### config.mk
export PLATFORM = sky130hd
export DESIGN_NAME = fp_argmax_stream
export DESIGN_NICKNAME = d
export VERILOG_FILES = /design/src/rtl/fp_pkg.sv /design/src/rtl/fp_ge.sv /design/src/rtl/fp_argmax_stream.sv
export SDC_FILE = /design/constraint.sdc
export NUM_CORES = 1
export LEC_CHECK = 0
export ABC_CLOCK_PERIOD_IN_PS = 4400
export BUFFER_PORTS_ARGS = -buffer_cell sky130_fd_sc_hd__buf_2
export CAP_MARGIN = 20
export CORE_ASPECT_RATIO = 0.75
export CORE_MARGIN = 1.5
export CORE_UTILIZATION = 33
export DETAILED_ROUTE_END_ITERATION = 7
export GPL_TIMING_DRIVEN = 0
export PLACE_DENSITY = 0.62
export REMOVE_ABC_BUFFERS = 1
export SLEW_MARGIN = 20
export SYNTH_ARGS = -nofsm -noshare
export SYNTH_HDL_FRONTEND = slang
export SYNTH_SLANG_ARGS = --single-unit
### constraint.sdc
create_clock -name clk -period 4.4 [get_ports clk]
set_input_delay 0.88 -clock clk [delete_from_list [all_inputs] [get_ports clk]]
set_output_delay 0.88 -clock clk [all_outputs]
set_load 0.01 [all_outputs]
### src/rtl/fp_pkg.sv
// Shared IEEE-754 single-precision types, constants and the argmax FSM state
// enum used by fp_argmax_stream and its comparator.
package fp_pkg;

  typedef struct packed {
    logic        sign;
    logic [7:0]  exp;
    logic [22:0] man;
  } fp32_t;

  localparam logic [7:0]  FP_EXP_MAX  = 8'hFF;
  localparam logic [31:0] FP_POS_ZERO = 32'h0;

  typedef enum logic {
    ACCUM = 1'b0,
    DONE  = 1'b1
  } argmax_state_t;

  function automatic logic fp_is_nan(input fp32_t v);
    return (v.exp == FP_EXP_MAX) && (v.man != 23'd0);
  endfunction

endpackage

### src/rtl/fp_ge.sv
// Combinational total-order comparison of two fp32 bit patterns: ge_o = (a_i >= b_i).
// Negatives are magnitude-inverted so -0.0 ranks just below +0.0.
module fp_ge
  import fp_pkg::*;
(
  input  fp32_t a_i,
  input  fp32_t b_i,
  output logic  ge_o
);

  logic [31:0] aBits;
  logic [31:0] bBits;
  logic [31:0] keyA;
  logic [31:0] keyB;

  // Map each pattern onto an unsigned key whose natural order matches float order.
  always_comb begin
    aBits = a_i;
    bBits = b_i;
    keyA  = a_i.sign ? ~aBits : {1'b1, aBits[30:0]};
    keyB  = b_i.sign ? ~bBits : {1'b1, bBits[30:0]};
    ge_o  = (keyA >= keyB);
  end

endmodule

### src/rtl/fp_argmax_stream.sv
// Streaming argmax over VEC_LEN fp32 elements with a registered result handshake.
// Optional NaN tracking and out_nan port are enabled by defining FP_ARGMAX_NAN_EN.
module fp_argmax_stream
  import fp_pkg::*;
#(
  parameter int VEC_LEN = 8,
  parameter int IDX_W   = $clog2(VEC_LEN)
) (
  input  logic             clk,
  input  logic             rst,
  input  logic             in_valid,
  output logic             in_ready,
  input  logic [31:0]      in_data,
  output logic             out_valid,
  input  logic             out_ready,
  output logic [31:0]      out_max,
  output logic [IDX_W-1:0] out_idx
`ifdef FP_ARGMAX_NAN_EN
  ,
  output logic             out_nan
`endif
);

  localparam logic [IDX_W-1:0] LAST_IDX = IDX_W'(VEC_LEN - 1);

  argmax_state_t    state_q;
  logic [IDX_W-1:0] cnt_q;
  logic [31:0]      best_val_q;
  logic [31:0]      best_val_d;
  logic [IDX_W-1:0] best_idx_q;
  logic [IDX_W-1:0] best_idx_d;
  logic             out_valid_q;
  logic [31:0]      out_max_q;
  logic [IDX_W-1:0] out_idx_q;

  logic accept;
  logic firstElem;
  logic lastElem;
  logic bestGe;
  logic replace;

`ifdef FP_ARGMAX_NAN_EN
  logic nan_q;
  logic nan_d;
  logic best_nan_q;
  logic best_nan_d;
  logic out_nan_q;
  logic inNan;
`endif

  fp_ge u_fp_ge (
    .a_i  (best_val_q),
    .b_i  (in_data),
    .ge_o (bestGe)
  );

  assign in_ready  = (state_q == ACCUM);
  assign accept    = in_valid && in_ready;
  assign firstElem = (cnt_q == '0);
  assign lastElem  = (cnt_q == LAST_IDX);

  // Replacement only on strictly greater, so ties keep the earliest index.
  always_comb begin
    replace    = 1'b0;
    best_val_d = best_val_q;
    best_idx_d = best_idx_q;
`ifdef FP_ARGMAX_NAN_EN
    inNan      = fp_is_nan(in_data);
    nan_d      = firstElem ? inNan : (nan_q | inNan);
    best_nan_d = best_nan_q;
    replace    = firstElem || (!inNan && (best_nan_q || !bestGe));
    if (replace) begin
      best_nan_d = inNan;
    end
`else
    replace    = firstElem || !bestGe;
`endif
    if (replace) begin
      best_val_d = in_data;
      best_idx_d = cnt_q;
    end
  end

  always_ff @(posedge clk or posedge rst) begin
    if (rst) begin
      state_q     <= ACCUM;
      cnt_q       <= '0;
      best_val_q  <= FP_POS_ZERO;
      best_idx_q  <= '0;
      out_valid_q <= 1'b0;
      out_max_q   <= FP_POS_ZERO;
      out_idx_q   <= '0;
`ifdef FP_ARGMAX_NAN_EN
      nan_q       <= 1'b0;
      best_nan_q  <= 1'b0;
      out_nan_q   <= 1'b0;
`endif
    end else begin
      case (state_q)
        ACCUM: begin
          if (accept) begin
            best_val_q <= best_val_d;
            best_idx_q <= best_idx_d;
`ifdef FP_ARGMAX_NAN_EN
            nan_q      <= nan_d;
            best_nan_q <= best_nan_d;
`endif
            if (lastElem) begin
              cnt_q       <= '0;
              state_q     <= DONE;
              out_valid_q <= 1'b1;
              out_max_q   <= best_val_d;
              out_idx_q   <= best_idx_d;
`ifdef FP_ARGMAX_NAN_EN
              out_nan_q   <= nan_d;
`endif
            end else begin
              cnt_q <= cnt_q + IDX_W'(1);
            end
          end
        end
        DONE: begin
          if (out_ready) begin
            out_valid_q <= 1'b0;
            state_q     <= ACCUM;
          end
        end
        default: begin
          state_q <= ACCUM;
        end
      endcase
    end
  end

  assign out_valid = out_valid_q;
  assign out_max   = out_max_q;
  assign out_idx   = out_idx_q;
`ifdef FP_ARGMAX_NAN_EN
  assign out_nan   = out_nan_q;
`endif

endmodule

==> metrics.md <==
| Metric | Value |
|---|---|
| Nets | 581 |
| # DRC | 6 |
| Logic depth of the worst path, buffers included | 11 |
| Initial antenna violation count | 0 |
| Total congestion overflow | 0 |
| Clock latency on the worst-skew pair | 0.33 ns |
| Antenna diode count | 0 |
| Core ar. | 13,700 um2 |
| Max Clock Freq | 256 MHz |
| Largest net degree at the start of global routing | 41 |
| Cells after Synth | 449 |
| First-pass GRT wire length | 18,700 um |
| Clock sinks | 75 |
| Initial DRT Pass Iterations | 6 |
| Initial Util | 33.7% |
| Crit Path Class | in -> reg |
| Main synth FF type | dfrtp_1 |
| H-tree lvl count | 3 |
| Reg2reg path depth | 11 |
| Most frequent cells in the layout | a21oi_1 (83), dfrtp_1 (74), buf_2 (71) |
| Outcome | finished with violations |
| CP arrival | 4.11 ns |
| Iter 0 DRT Violations | 93 |
| Syn avg cell area | 10.3 um2 |
| Crit path time final | 3.90 ns |
| GRT Total Usage | 16.0% |
| Area after DPL | 5160 um2 |
| Vias per std cell | 5.05 |
| Cell Pwr Density | 849 nW/um2 |
| Final cell count without fillers | 689 |
| Filler instances | 1,357 |
| Ordered cell list for the critical path | buf_4 > xnor2_1 > ha_1 > nand4_1 > a211o_1 > o32ai_2 > o31ai_4 > a21oi_4 > nor2b_4 > buf_4 > mux2_4 |
| Total CTS buffers | 9 |
| CTS tree | done |
| Vias in the first global route | 3,700 |
| RSZ-0062 raised after global routing | no |
| DRT antenna net count | 0 |
| CP most frequent cell | buf_4 |
| Post-route cell area | 5480 um2 |
| Global placer's final weighted congestion | 0.736 |
| Failing checks | design-rule violations |
| YS warnings | 0 |
| Largest delay contributor family on the critical path | compound AO/OA/AOI/OAI gates |
| Data required, critical path | 4.61 ns |
| DR vias | 3,481 |
| Port Buffer Count | 72 |
| Hold Buf Count CTS | 0 |
| DRT Wirelength | 11,100 um |
| Longest Clk Path Bufs | 2 |
| Post-DP HPWL | 7430 um |
| Max Cap Viol | 0 |
| Worst-margin pin slew | 0.790 ns |
| Async SR Flop Fraction | 100% |
| Fraction of layout cells with a size suffix above 1 | 26.3% |
| Critical Path Max Stage Delay | 0.63 ns |
| Critical path buffers and inverters | 2 |
| FP Rows | 37 |
| Chip width | 140 um |
| Synthesis-to-finish area growth | 18.7% |
| Root buffer cell | clkbuf_16 |
| Worst Hold Depth | 2 |
| Final setup violating endpoints | 0 |
| CP Capture Type | flop |
| EDFF count, synth | 0 |
| Final period util | 88.7% |
| Relative slew slack | 47.2% |
| Die Y | 105 um |
| CP Max Fanout | 34 |
| Clock transition at the registers of the reported paths | 0.06 ns |
| Die Area | 14,700 um2 |
| P_leak | 2.46 nW |
| Final Max Tran Viols | 0 |
| Startpoint Class | input pin |
| Clock Skews | 0.00683 ns |
| Slowest cell on crit path | a21oi_4 |
| Most common cell after layout, fill and taps aside | a21oi_1 |
| Post-synthesis sequential area ratio | 40.7% |
| Post-synthesis cell area | 4620 um2 |
| Multi-input gate area | 2580 um2 |
| Worst-case vdd ir drop | 0.000302 V |
| Final Hold Vio Count | 0 |
| HP Class | reg -> reg |
| Placed cells | 670 |
| Synthesized flop and latch total | 75 |
| Drt wl/cell | 16.2 um |
| Synth unique cells | 36 |
| I/O Pins | 73 |
| Sequential Area | 1880 um2 |
## tightest hold or removal path, delay by kind of cell, from the launching register on
family	cells	cell delay (ns)
AND/OR/NAND/NOR	2	0.11
flip-flops	1	0.34
## what timing repair did
item | in CTS | in global routing
cloned | 1 | 0
endpoints found under the setup margin | 34 | 18
buffers inserted | 0 | 3
pin swaps | 1 | 0
resized for setup | 1 | 0
## state kept, by name, summed over array words and instances (netlist names)
signal and count:
best_val_q 32, out_max 32, best_idx_q 3, cnt_q 3
out_idx 3, out_valid 1, state_q 1
## per-layer routing
metal	vias up	track usage [%]	routed length, um
met2	62	27.6	5320
met3	9	3.77	413
li1	1692	-	-
met5	-	0	0
met1	1718	20.8	5300
met4	0	2.78	93
## cells by family after synthesis
group | count (synthesis) | synth area share (%)
DFF | 75 | 40.7
AOI/OAI and AO/OA | 136 | 16.2
buffers and inverters | 37 | 4.20
muxes | 35 | 11.0
adders and majority gates | 35 | 9.49
xor gates and xnor gates | 62 | 11.8
and+or+nand+nor | 69 | 6.70
## final timing paths
kind | startpoint | endpoint | slack (ns)
worst max-delay path | in_data[31] | best_val_q[22] | 0.50
worst min-delay path | out_valid | out_valid | 0.48
worst max register to register | best_val_q[31] | best_val_q[22] | 0.73
worst min register to register | out_valid | out_valid | 0.48
max in group asynchronous | rst | best_val_q[31] | 3.21
min in group asynchronous | rst | best_val_q[30] | 0.59
## where the power goes
| group | internal, W | switching [W] |
|---|---|---|
| combinational | 0.00119 | 0.00141 |
| sequential | 0.00105 | 0.000288 |
| clock | 0.000435 | 0.000275 |
## Yosys cell counts, types with 2 or more instances
| cell type | count | share of area [%] |
|---|---|---|
| a21oi_1 | 83 | 9.0 |
| dfrtp_1 | 75 | 41 |
| o21ai_1 | 39 | 4.2 |
| nor2_1 | 36 | 2.9 |
| ha_1 | 35 | 9.5 |
| xnor2_1 | 31 | 5.9 |
| xor2_1 | 31 | 5.9 |
| mux2_4 | 30 | 9.8 |
| clkbuf_1 | 16 | 1.3 |
| nand2_1 | 13 | 1.1 |
| nand4_1 | 7 | 0.95 |
| buf_1 | 6 | 0.49 |
| inv_1 | 6 | 0.49 |
| mux2_1 | 5 | 1.2 |
| o21ai_0 | 4 | 0.43 |
| buf_4 | 3 | 0.49 |
| buf_8 | 3 | 0.98 |
| nand3_1 | 3 | 0.33 |
| a221oi_1 | 2 | 0.38 |
| and2_1 | 2 | 0.27 |
| buf_2 | 2 | 0.22 |
| nor2b_1 | 2 | 0.27 |
| o21a_1 | 2 | 0.33 |
## through the flow
| stage | hold WS (ns) | utilization (%) | setup TNS, ns | worst slack, ns | power (W) |
|---|---|---|---|---|---|
| 3_5_place_dp | 0.480 | 37.7 | -27.81 | -0.804 | 0.00390 |
| 3_3_place_gp | 0.460 | 36.7 | -71.65 | -1.77 | 0.00368 |
| 2_1_floorplan | 0.482 | - | -13.05 | -0.418 | 0.00306 |
| 5_1_grt | 0.515 | 40.0 | 0 | 0.223 | 0.00505 |
| 6_report | 0.482 | 40.0 | 0 | 0.495 | 0.00465 |
| 4_1_cts | 0.495 | 39.8 | 0 | 0.156 | 0.00468 |
## final cells by class
class	count	area share, %
repair buffers	80	9.14
multi-input cells	338	47.1
well taps	175	4.00
inverters	6	0.457
clock inverters	3	0.731
clock buffers	12	4.32
flip-flops and latches	75	34.3
Note: power is estimated with default switching activity, not from simulation.
